==> config.mk <==
export PLATFORM = sky130hd
export DESIGN_NAME = wave_pwm_out
export DESIGN_NICKNAME = d
export VERILOG_FILES = /design/src/rtl/wave_pwm_out.sv
export SDC_FILE = /design/constraint.sdc
export NUM_CORES = 1
export LEC_CHECK = 0
export ABC_AREA = 0
export CORE_MARGIN = 2
export CORE_UTILIZATION = 53
export DETAILED_ROUTE_END_ITERATION = 12
export PLACE_DENSITY = 0.8
export SLEW_MARGIN = 20
export SYNTH_ARGS = -nofsm -noshare
export SYNTH_HDL_FRONTEND = slang
export SYNTH_SLANG_ARGS = --single-unit
==> constraint.sdc <==
create_clock -name clk -period 3.1 [get_ports clk]
set_clock_uncertainty 0.05 [all_clocks]
set_input_delay 0.465 -clock clk [delete_from_list [all_inputs] [get_ports clk]]
set_output_delay 0.465 -clock clk [all_outputs]
set_load 0.01 [all_outputs]
==> src/rtl/wave_pwm_out.sv <==
// wave_pwm_out: sample FIFO feeding a PWM / first-order sigma-delta
// single-bit modulator, one sample consumed per 256-tick frame.
module wave_pwm_out #(
  parameter int DEPTH = 4
) (
  input  logic                   clk,
  input  logic                   rst,
  input  logic [7:0]             sample_in,
  input  logic                   sample_valid,
  output logic                   sample_ready,
  input  logic                   enable,
  input  logic                   mode,
  input  logic [7:0]             prescale,
  output logic                   pwm_out,
  output logic                   underrun,
  output logic [$clog2(DEPTH):0] fifo_level
);

  localparam int AW = $clog2(DEPTH);
  localparam logic [AW:0] FULL_LVL = (AW+1)'(DEPTH);

  logic [7:0]    mem [DEPTH];
  logic [AW-1:0] wr_ptr;
  logic [AW-1:0] rd_ptr;
  logic [AW:0]   count;

  logic [7:0] presc_cnt;
  logic [7:0] phase;
  logic [7:0] duty;
  logic [7:0] acc;

  logic       empty;
  logic       push;
  logic       pop;
  logic       tick;
  logic       boundary;
  logic [8:0] sum;

  // ready depends on registered occupancy only, never on the pop
  assign empty        = (count == '0);
  assign sample_ready = (count != FULL_LVL);
  assign push         = sample_valid && sample_ready;

  // >= keeps a shrinking prescale from wrapping the counter
  assign tick     = enable && (presc_cnt >= prescale);
  assign boundary = tick && (phase == 8'hff);
  assign pop      = boundary && !empty;

  assign sum        = {1'b0, acc} + {1'b0, duty};
  assign fifo_level = count;

  // sample FIFO storage, pointers and occupancy
  always_ff @(posedge clk or posedge rst) begin
    if (rst) begin
      for (int i = 0; i < DEPTH; i++) begin
        mem[i] <= '0;
      end
      wr_ptr <= '0;
      rd_ptr <= '0;
      count  <= '0;
    end else begin
      if (push) begin
        mem[wr_ptr] <= sample_in;
        wr_ptr      <= wr_ptr + 1'b1;
      end
      if (pop) begin
        rd_ptr <= rd_ptr + 1'b1;
      end
      count <= count
             + {{AW{1'b0}}, push}
             - {{AW{1'b0}}, pop};
    end
  end

  // prescaler, frame phase, duty reload and modulator output
  always_ff @(posedge clk or posedge rst) begin
    if (rst) begin
      presc_cnt <= '0;
      phase     <= '0;
      duty      <= '0;
      acc       <= '0;
      pwm_out   <= 1'b0;
      underrun  <= 1'b0;
    end else if (!enable) begin
      presc_cnt <= '0;
      phase     <= '0;
      acc       <= '0;
      pwm_out   <= 1'b0;
      underrun  <= 1'b0;
    end else begin
      underrun <= boundary && empty;
      if (tick) begin
        presc_cnt <= '0;
        phase     <= phase + 8'd1;
        if (mode) begin
          acc     <= sum[7:0];
          pwm_out <= sum[8];
        end else begin
          pwm_out <= (phase < duty);
        end
        if (pop) begin
          duty <= mem[rd_ptr];
        end
      end else begin
        presc_cnt <= presc_cnt + 8'd1;
      end
    end
  end

endmodule

==> results.cfg, run 1 <==
[setup_path]
cp_max_fo = 2
path_buf_inv = 5
path_cells = clkdlybuf4s50_1, inv_1, ha_2, a211o_1, or3_4, o21ai_4, nor3b_4, nand3_4, inv_2, ha_4, inv_1, ha_2, inv_2, fa_2, xnor2_2, xnor2_1
crit_slowest_cell = clkdlybuf4s50_1
max_stage_delay_ps = 450
rrSetupSlack_ps = 160
cp-end-kind = flip-flop
path_delay_family = adder cells
critPathKind = primary input to flip-flop
required_ps = 3320
arrival_ps = 3220
crit_path_start_kind = primary input

[pwr]
swShare_pct = 28.82
p_int_mw = 2.035
vdd_drop_max_mv = 0.5226
leakagePower_nw = 2.155
power_switching_mw = 0.8238
power_density_nw_per_um2 = 617.7
pwr-share-comb_pct = 25.4
power_frac_seq_pct = 47.5
clkPwrFrac_pct = 27.2

[min_path]
min_path_type = primary input to async pin

[synth]
synthFlopType = dfrtp_1
syn_area_um2 = 3950
synth_warnings = 0
ys_types = 44
syn-num-nets = 382
synthCells = 328
ys_ff_latch = 73
synth_edf_count = 0
syn_avg_cell_area_um2 = 12.04
async_reset_ff_share_pct = 100.0
ys_seq_area_share_pct = 46.25

[routing]
drc = 0
drtIter0Drc = 59
wl_per_cell_um = 14.65
wl_mm = 6.885
via_count = 2523
firstDrtPassIters = 4
ant_nets = 0
via_per_inst = 5.368

[clock_tree]
cts_tree = built
postCtsSetupBuffers = 0
clockRootBuffer = clkbuf_8
cts.sinks = 73
cts_buffers = 9
clkTransAtPathRegs_ps = 80
clk_latency_ps = 360
h-tree-depth = 3
max-clock-path-buffers = 2
cts_hold_buf = 0

[floorplanning]
fp.dieW_um = 90.33
start_util_pct = 54.46
core-area_um2 = 7253
die_y_um = 90.33
io-pin-count = 27
rows = 31
die_area_um2 = 8160

[cells_and_area]
nets = 420
syn_to_final_growth_pct = 17.17
multiInputGateArea_um2 = 2031
seqCellArea_um2 = 1827
layout-drive-gt1-share_pct = 23.72
fin_area_um2 = 4628
fin_cells = 470
diodes = 0
n_fill_cell = 574

[placement]
dp.cells = 454
placed_area_um2 = 4373
routabilityCongestion = 0.8360
io_buffers = 26
dp_hpwl_mm = 4.864

[global_route]
grt_pass1_vias = 2685
grt_usage_pct = 18.82
grt.overflow.total = 0
antenna_found_initial = 0
grt_pass1_wl_mm = 12.36
grt_max_degree = 74

[timing]
slew_headroom_pct = 59.51
hold_viol = 0
setup_viol = 0
worstMarginPinSlew_ps = 607.3
fin_crit_ps = 2997
fmax_mhz = 333.7
grt_setup_unrepaired = false
post-route-period-util_pct = 96.66
slew_violations = 0

[flow_run]
maxCapViolations = 0

[outcome]
outcome = finished clean
## synth_stat cells, types with 2 or more instances
cell type,n,area [um^2]
mux4_2,8,180.2
nand3_1,11,55.05
nor3_1,6,30.03
nor2_1,18,67.56
o211ai_1,2,15.01
a21oi_1,6,30.03
and3_1,4,25.02
dfrtp_1,73,1827
o21ai_0,7,35.03
buf_2,3,15.01
clkbuf_1,2,7.510
xnor2_1,12,105.1
mux2i_1,8,80.08
buf_1,2,7.510
mux2_2,37,416.7
nand4_1,2,12.51
a21o_1,3,22.52
nand2b_1,4,25.02
xor2_1,10,87.58
inv_1,25,93.84
and2_1,6,37.54
ha_1,31,387.9
fa_1,2,40.04
a211oi_1,3,22.52
nor2b_1,9,56.30
nand2_1,13,48.80
mux2_4,3,45.04
o22ai_1,2,12.51
## power groups by stage
stage | combinational, mW | sequential (mW) | clock [mW]
CTS | 0.731 | 1.36 | 0.792
global placement | 0.676 | 1.35 | 0
floorplan | 0.520 | 1.34 | 0
global route | 0.807 | 1.39 | 0.831
finish | 0.725 | 1.36 | 0.776
detailed placement | 0.712 | 1.38 | 0
## area by class of cell
cell class / count / share of cell area [%]
clock inverter: 7 / 1.811
timing repair buffer: 35 / 7.461
multi-input combinational: 222 / 43.88
clock buffer: 9 / 2.676
sequential: 73 / 39.47
inverter: 25 / 2.028
tap: 99 / 2.676
## worst register-to-register path: stages (launching register included)
cell	delay, ps
dfrtp_1	440
ha_4	260
a211o_1	300
or3_4	400
o21ai_4	90
nor3b_4	80
nand3_4	80
inv_2	50
ha_4	200
inv_1	50
ha_2	160
inv_2	40
fa_2	360
xnor2_2	150
xnor2_1	170
## cell families after synthesis
group	Yosys count	synth area share, %
AOI/OAI and AO/OA	32	5.480
muxes	56	18.28
and+or+nand+nor	79	10.86
xor gates and xnor gates	22	4.878
DFF	73	46.25
adders and majority gates	33	10.83
buffers and inverters	33	3.421
## final timing paths
check	from	cells past startpoint	endpoint
worst max-delay path	prescale[4]	16	fifo_level[2]
worst min-delay path	rst	3	mem[6]
worst max register to register	presc_cnt[6]	14	fifo_level[2]
worst min register to register	mem[8]	1	mem[8]
max in group asynchronous	rst	3	phase[7]
min in group clk	mem[8]	1	mem[8]
## state kept, by name (all words and copies together), names as in the netlist
register    count
acc             8
mem            32
fifo_level      3
pwm_out         1
underrun        1
duty            8
wr_ptr          2
rd_ptr          2
presc_cnt       8
phase           8
## placed cells by master (no fill, tap or decap), types with 4 or more instances in the layout
cell              n
o21ai_0           7
clkbuf_8          9
dfrtp_1          73
buf_4             8
nor3_1            6
mux2i_1           8
inv_2             4
nor2_1           18
clkdlybuf4s50_1  24
and2_1            6
nand2_1          13
mux4_2            8
nand3_1          11
xnor2_1          11
ha_1             26
a21oi_1           6
mux2_2           37
and3_1            4
inv_1            21
nor2b_1           9
nand2b_1          4
xor2_1           10
## timing repair
item,in CTS,in global routing
pin swaps,0,7
resized for setup,2,10
setup endpoints to repair,1,1
## routing by layer
layer	up-vias	share of wire (%)	global-route usage (%)	routed length [um]
li1	1225	-	-	-
met1	1267	47	24.73	3268
met2	22	49	31.39	3382
met3	9	2.4	4.841	164
met4	0	1.0	4.872	69
met5	-	0	0	0
## stage by stage
stage               setup WS, ps  power, mW  TNS, ps  hold WS [ps]  utilization [%]
global placement          -307.7      2.029   -476.2         432.7            60.29
detailed placement        -406.1      2.087   -628.9         439.0            60.29
global route               17.98      3.027        0         474.3            63.81
finish                     103.5      2.859        0         445.5            63.81
floorplan                  42.68      1.856        0         423.9                -
CTS                        26.10      2.880        0         460.1            63.29
Power figures use the tool's default switching activity.
==> run 2: changes to the inputs <==
SKIP_CTS_REPAIR_TIMING = 1   (was default)
==> results of run 2 <==
Same layout as run 1: the final DEF is identical, and so are final timing and power.
Among the figures that moved: wire length of the first global-routing pass 12360 um -> 12350 um; via count of the first global-routing pass 2685 -> 2680; overall routing resource usage 18.82% -> 18.81%; met2 usage 31.39% -> 31.33%
==> run 3: changes to the inputs <==
CORE_UTILIZATION = 55   (was 53)
CTS_BUF_LIST = sky130_fd_sc_hd__clkbuf_8   (was default)
PLACE_DENSITY = 0.82   (was 0.8)
==> results.cfg, run 3 (synthesized netlist as in run 1, its figures left out) <==
[outcome]
outcome = finished clean

[placement]
io_buffers = 26
dpl_worst_slack_ps = -372.9
routabilityCongestion = 0.8581
placed_area_um2 = 4362
dp.cells = 450
dp_hpwl_mm = 4.897

[setup_path]
arrival_ps = 3180
rrSetupSlack_ps = 160
cp-end-kind = flip-flop
cp_max_fo = 2
critPathKind = primary input to flip-flop
crit_path_start_kind = primary input
required_ps = 3280
reg2reg_depth = 14

[floorplanning]
die_y_um = 88.75
fp.dieW_um = 88.75
rows = 30
io-pin-count = 27
core-area_um2 = 6869
die_area_um2 = 7876
start_util_pct = 57.50

[clock_tree]
clockRootBuffer = clkbuf_8
cts_buffers = 9
clkTransAtPathRegs_ps = 80
cts.sinks = 73
h-tree-depth = 3
cts_tree = built
max-clock-path-buffers = 2
clk_latency_ps = 350

[global_route]
grt_max_degree = 46
grt_usage_pct = 19.82
grt_pass1_wl_mm = 11.82
grt_pass1_vias = 2544
antenna_found_initial = 0
grt.overflow.total = 0

[cells_and_area]
syn_to_final_growth_pct = 17.20
nets = 420
multiInputGateArea_um2 = 2041
final_common_cell = dfrtp_1
fin_cells = 467
diodes = 0
top_register = mem
n_fill_cell = 515
fin_area_um2 = 4629
final_cell_mix = 73 x dfrtp_1, 37 x mux2_2, 26 x ha_1
layout-drive-gt1-share_pct = 23.99
largest_reg_flops = 32
seqCellArea_um2 = 1827

[timing]
setup_viol = 0
slew_violations = 0
fin_crit_ps = 3000
worstMarginPinSlew_ps = 603.8
setup_tns_ps = 0
slew_headroom_pct = 59.69
post-route-period-util_pct = 96.78
fmax_mhz = 333.3
worst_slack_ps = 99.80
holdWs_ps = 449.5
hold_viol = 0

[routing]
firstDrtPassIters = 4
drc = 0
drtIter0Drc = 77
wl_mm = 6.879
ant_nets = 0
via_count = 2530
wl_per_cell_um = 14.73
via_per_inst = 5.418

[pwr]
vdd_drop_max_mv = 0.4637
leakagePower_nw = 2.137
power_density_nw_per_um2 = 617.0

[min_path]
min_path_type = primary input to async pin

[flow_run]
maxCapViolations = 0
==> run 3: cell count changes in the layout (fill, tap and decap cells not counted), sizes merged <==
cell and change:
clkinvlp +2, clkdlybuf4s50 +1, dlymetal6s2s -1, inv -2
==> run 3: final timing paths <==
check,start,end
worst max-delay path,prescale[5],fifo_level[2]
worst min-delay path,rst,mem[22]
worst max register to register,presc_cnt[6],fifo_level[2]
worst min register to register,mem[0],mem[0]
max in group asynchronous,rst,duty[3]
min in group clk,mem[0],mem[0]
==> run 3: area by class of cell <==
class	instances	area share, %
multi-input cells	222	44.08
flip-flops and latches	73	39.46
repair buffers	35	7.405
clock buffers	9	2.676
well taps	96	2.595
inverters	25	2.081
clock inverters	7	1.703
==> run 3: metrics by stage <==
stage	util [%]	power [mW]
finish	67.40	2.856
CTS	66.45	2.848
global route	67.40	3.036
global placement	63.50	2.027
detailed placement	63.50	2.082
floorplan	-	1.856
==> run 3: layer usage <==
layer	part of all wire, %	wire length (um)	GRT usage (%)
met2	49	3371	32.16
met5	0	0	0
met4	1.3	91	6.474
met1	46	3136	25.97
met3	4.1	279	5.410
==> run 3: worst max-delay path, cell delays in order <==
cell and delay, ps:
clkdlybuf4s50_1 450, inv_1 40, ha_2 180, a211o_1 270, or3_4 400, o21ai_4 90
nor3b_4 80, nand3_4 90, inv_2 50, ha_4 230, inv_4 50, ha_4 120
inv_2 30, fa_2 360, xnor2_2 150, xnor2_1 120
==> run 3: power breakdown <==
part           switching, mW  total (mW)  internal [mW]
registers              0.162        1.37           1.21
logic                  0.285       0.738          0.453
clock network          0.372       0.750          0.378
total                  0.818        2.86           2.04
